**src/rtl/_piso_tx_pkg.sv**
```systemverilog
// Shared constants for the _piso_tx serial transmitter slice: state
// encodings and default word/counter widths.
package _piso_tx_pkg;

  localparam logic ST_IDLE  = 1'b0;
  localparam logic ST_SHIFT = 1'b1;

  localparam int unsigned DEF_WIDTH = 8;
  localparam int unsigned DEF_CNT_W = 5;

endpackage : _piso_tx_pkg

```
**src/rtl/_cnt_dn.sv**
```systemverilog
// Down-counter with synchronous load, count enable and zero flag.
// Counting stops at zero; a load always takes priority over the enable.
module _cnt_dn #(
  parameter int unsigned W = 5
) (
  input  logic         clk,
  input  logic         rst,
  input  logic         i_load,
  input  logic [W-1:0] i_load_val,
  input  logic         i_en,
  output logic         o_zero
);

  logic [W-1:0] r_cnt;

  // Load, decrement toward zero, or hold.
  always_ff @(posedge clk) begin
    if (rst) begin
      r_cnt <= '0;
    end else if (i_load) begin
      r_cnt <= i_load_val;
    end else if (i_en && (r_cnt != '0)) begin
      r_cnt <= r_cnt - 1'b1;
    end
  end

  assign o_zero = (r_cnt == '0);

endmodule : _cnt_dn

```
**src/rtl/_piso_tx.sv**
```systemverilog
// Parallel-in serial-out transmitter. Takes one WIDTH-bit word over a
// valid/ready handshake and plays it out MSB-first, one bit per shift_en
// strobe, then pulses done for one cycle.
// Optional feature: define PISO_TX_PARITY_EN to append an even-parity bit
// (^d) after the data bits, making a frame WIDTH+1 strobes long.
module _piso_tx
  import _piso_tx_pkg::*;
#(
  parameter int unsigned WIDTH = DEF_WIDTH,
  parameter int unsigned CNT_W = DEF_CNT_W
) (
  input  logic             clk,
  input  logic             rst,
  input  logic             in_valid,
  input  logic [WIDTH-1:0] d,
  output logic             in_ready,
  input  logic             shift_en,
  output logic             sout,
  output logic             sout_valid,
  output logic             done
);

`ifdef PISO_TX_PARITY_EN
  // Counter runs one step longer; cnt==0 selects the parity bit.
  localparam logic [CNT_W-1:0] LOAD_CNT = CNT_W'(WIDTH);
`else
  localparam logic [CNT_W-1:0] LOAD_CNT = CNT_W'(WIDTH - 1);
`endif

  logic             r_state;
  logic [WIDTH-1:0] r_shreg;
  logic             r_done;
  logic             w_load;
  logic             w_step;
  logic             w_zero;
  logic             w_bit;

  assign w_load = (r_state == ST_IDLE) && in_valid && !rst;
  assign w_step = (r_state == ST_SHIFT) && shift_en;

  _cnt_dn #(
    .W (CNT_W)
  ) u_bit_cnt (
    .clk        (clk),
    .rst        (rst),
    .i_load     (w_load),
    .i_load_val (LOAD_CNT),
    .i_en       (w_step),
    .o_zero     (w_zero)
  );

  // State, shift register and done pulse.
  always_ff @(posedge clk) begin
    if (rst) begin
      r_state <= ST_IDLE;
      r_shreg <= '0;
      r_done  <= 1'b0;
    end else begin
      r_done <= 1'b0;
      case (r_state)
        ST_IDLE: begin
          if (w_load) begin
            r_state <= ST_SHIFT;
            r_shreg <= d;
          end
        end
        default: begin
          if (w_step) begin
            if (w_zero) begin
              r_state <= ST_IDLE;
              r_done  <= 1'b1;
            end else begin
              r_shreg <= {r_shreg[WIDTH-2:0], 1'b0};
            end
          end
        end
      endcase
    end
  end

`ifdef PISO_TX_PARITY_EN
  logic r_par;

  // Even parity of the accepted word, captured at load.
  always_ff @(posedge clk) begin
    if (rst) begin
      r_par <= 1'b0;
    end else if (w_load) begin
      r_par <= ^d;
    end
  end

  assign w_bit = w_zero ? r_par : r_shreg[WIDTH-1];
`else
  assign w_bit = r_shreg[WIDTH-1];
`endif

  assign in_ready   = (r_state == ST_IDLE) && !rst;
  assign sout_valid = (r_state == ST_SHIFT);
  assign sout       = sout_valid & w_bit;
  assign done       = r_done;

endmodule : _piso_tx

```
**config.mk**
```make
export PLATFORM = sky130hd
export DESIGN_NAME = _piso_tx
export DESIGN_NICKNAME = d
export VERILOG_FILES = /design/src/rtl/_piso_tx_pkg.sv /design/src/rtl/_cnt_dn.sv /design/src/rtl/_piso_tx.sv
export SDC_FILE = /design/constraint.sdc
export NUM_CORES = 1
export LEC_CHECK = 0
export BUFFER_PORTS_ARGS = -buffer_cell sky130_fd_sc_hd__buf_2
export CAP_MARGIN = 20
export CORE_ASPECT_RATIO = 0.9
export CORE_MARGIN = 2
export CORE_UTILIZATION = 30
export DETAILED_ROUTE_END_ITERATION = 12
export SYNTH_ARGS = -nofsm -noshare
export SYNTH_HDL_FRONTEND = slang
export SYNTH_HIERARCHICAL = 1
export SYNTH_SLANG_ARGS = --single-unit
```
**constraint.sdc**
```tcl
create_clock -name clk -period 2.9 [get_ports clk]
set_input_delay 0.58 -clock clk [delete_from_list [all_inputs] [get_ports clk]]
set_output_delay 0.58 -clock clk [all_outputs]
set_load 0.01 [all_outputs]
```
==> impl_metrics.env <==
export IMPL_synth_area_um2=794.5
export IMPL_nNetsFinal=119
export IMPL_min_path_type="flip-flop to flip-flop"
export IMPL_ctsResizeCount=0
export IMPL_critical_path_class="flip-flop to flip-flop"
export IMPL_crit_arrival_ps=2200
export IMPL_numCtsBuffers=3
export IMPL_synth_area_mux_share=0
export IMPL_drc=0
export IMPL_synth_cells_most_frequent="15 x dfxtp_1, 10 x a21oi_1, 8 x nand3_1"
export IMPL_leakage_nw=0.3590
export IMPL_postCtsSetupRepairBufs=0
export IMPL_dieArea_mm2=0.003077
export IMPL_status="completed"
export IMPL_ys_top_cells_by_area="dfxtp_1 38%, a22oi_1 6.6%, a21oi_1 6.3%, nand3_1 5.0%, a2111oi_4 3.5%"
export IMPL_finClkSkew_ps=2.828
export IMPL_synth_top_family_by_area="compound AO/OA/AOI/OAI gates"
export IMPL_gp_congestion=0.7574
export IMPL_root_buffer="clkbuf_4"
export IMPL_crit_path_cell_trace="inv_1 -> ha_1 -> or4b_1 -> inv_1 -> and3b_2 -> a22oi_1 -> a21oi_1"
export IMPL_setup_viol=0
export IMPL_setup_ws_ps=860.4
export IMPL_dp_hpwl_um=1099
export IMPL_synth_cell_types=34
export IMPL_maxCapViolCount=0
export IMPL_core_area_mm2=0.002489
export IMPL_pwr_share_comb=0.207
export IMPL_drt_iter0_markers=25
export IMPL_grt_pass1_wl_um=2594
export IMPL_ys_warn_count=6
export IMPL_cp_max_fo=7
export IMPL_path_buf_inv=2
export IMPL_layout_drive_gt1_share=0.2476
export IMPL_async_reset_ff_frac=0
export IMPL_clkSinkCount=15
export IMPL_hold_buffers=0
export IMPL_row_count=17
export IMPL_wl_per_cell_um=11.42
export IMPL_report_final_slew_viol_count=0
export IMPL_initial_core_util=0.3193
export IMPL_tns_ps=0
export IMPL_cts_tree="done"
export IMPL_yosys_area_share_simple=0.2409
export IMPL_io_buffers=15
export IMPL_period_minus_slack_ps=2040
export IMPL_fin_crit_sh=0.7033
export IMPL_worstSkewPairLatency_ps=280
export IMPL_cp_slowest_cell="or4b_1"
export IMPL_setup_worst_path_start_class="flip-flop"
export IMPL_grt_overflow=0
export IMPL_die_y_um=52.82
export IMPL_dr_pass1_iters=4
export IMPL_hold_viol_final=0
export IMPL_synth_top_area_frac=0.3780
export IMPL_p_switching_mw=0.1328
export IMPL_cp_data_required_time_ps=3060
export IMPL_synthCells=88
export IMPL_via_count=679
export IMPL_synth_edf_count=0
export IMPL_io_pins=16
export IMPL_ir_drop_mv=0.2105
export IMPL_regToRegSetupSlack_ps=860
export IMPL_die_x_um=58.25
export IMPL_grt_usage=0.1100
export IMPL_p_clk_frac=0.273
export IMPL_ys_seq_area_frac=0.3780
export IMPL_n_antenna_cell=0
export IMPL_cp_top_family="simple AND/OR/NAND/NOR gates"
export IMPL_synth_largest_area_cell="dfxtp_1"
export IMPL_place_ws_ps=752.7
export IMPL_ctsHtreeMaxLevel=1
export IMPL_grt_setup_unrepaired="false"
export IMPL_synthXorXnorAreaFrac=0
export IMPL_routed_wl_um=1519
export IMPL_antenna_left=0
export IMPL_ys_flop_type="dfxtp_1"
export IMPL_swShare=0.3007
export IMPL_syn_to_final_growth_pct=14.02
export IMPL_p_seq_frac=0.520
export IMPL_grt_pass1_vias=601
export IMPL_fmax_ghz=0.4903
export IMPL_cpMostUsedCell="inv_1"
export IMPL_p_int_mw=0.3088
export IMPL_path_clk_slew_ps=90
export IMPL_viasPerCell=5.105
export IMPL_power_density_mw_per_mm2=487.5
export IMPL_critPathCaptureType="flip-flop"
export IMPL_grt_max_degree=21
export IMPL_synth_fa_ha_area_frac=0.01575
export IMPL_avgSynthCellArea_um2=9.029
export IMPL_ys_seq_elements=15
export IMPL_slowest_delay_ps=600
export IMPL_synth_most_common_cell="dfxtp_1"
export IMPL_clk_path_buf_depth=2
export IMPL_synth_compound_area_share=0.2646
export IMPL_grt_antenna_before_repair=0
-- metal layers --
layer  wire (µm)  up-vias  global-route usage
li1            -      352                   -
met1         740      311              0.1370
met2         666       14              0.1780
met3          99        2             0.04444
met4          13        0             0.02326
met5           0        -                   0
-- worst reg2reg max path: stages, from the launching register on --
cell,delay (ps)
dfxtp_1,320
inv_1,110
ha_1,170
or4b_1,600
inv_1,180
and3b_2,270
a22oi_1,170
a21oi_1,90
-- kinds of logic after synthesis --
group	Yosys count
and+or+nand+nor	32
other	2
adders and majority gates	1
DFF	15
AOI/OAI and AO/OA	27
buffers and inverters	11
-- power by group through the flow --
stage | Sequential, mW | Clock (mW) | Combinational (mW)
floorplan | 0.233 | 0 | 0.0771
global placement | 0.235 | 0 | 0.0902
detailed placement | 0.235 | 0 | 0.0919
CTS | 0.230 | 0.126 | 0.0925
global route | 0.232 | 0.132 | 0.102
finish | 0.230 | 0.120 | 0.0914
-- worst paths after layout --
check | start | to | cells after the start
max | u_bit_cnt/r_cnt[1] | r_shreg[1] | 7
max reg2reg | u_bit_cnt/r_cnt[1] | r_shreg[1] | 7
min reg2reg | r_shreg[7] | r_shreg[7] | 2
min | r_shreg[7] | r_shreg[7] | 2
-- cell usage in the layout (no fill, tap or decap), types with 2 or more instances in the layout --
master,count
dfxtp_1,15
buf_2,15
a21oi_1,10
nand3_1,8
a22oi_1,7
nor2_1,6
inv_1,5
conb_1,5
clkbuf_4,3
nand2_1,3
and2_2,2
nand2b_1,2
nor3_1,2
a311oi_1,2
-- stage by stage --
stage,cells,hold slack [ps],util,area [µm²],total power [mW]
after floorplan,91,443.3,-,805.8,0.3099
after global placement,129,462.5,0.3529,878.3,0.3249
after CTS,133,476.7,0.3640,905.9,0.4479
after detailed placement,129,462.1,0.3529,878.3,0.3265
after global routing,133,488.8,0.3640,905.9,0.4662
final,133,472.7,0.3640,905.9,0.4416
-- flip-flops by register name, summed over array words and instances, names as in the netlist --
signal           cells
done                 1
r_shreg              8
sout_valid           1
u_bit_cnt/r_cnt      5
-- layout make-up --
cell class	instances	area [µm²]
Fill cell	263	1583
Multi-Input combinational cell	65	432.9
Sequential cell	15	300.3
Timing Repair Buffer	15	75.07
Inverter	6	35.03
Tap cell	28	35.03
Clock buffer	3	22.52
Clock inverter	1	5.005
(Power assumes the default switching activity.)
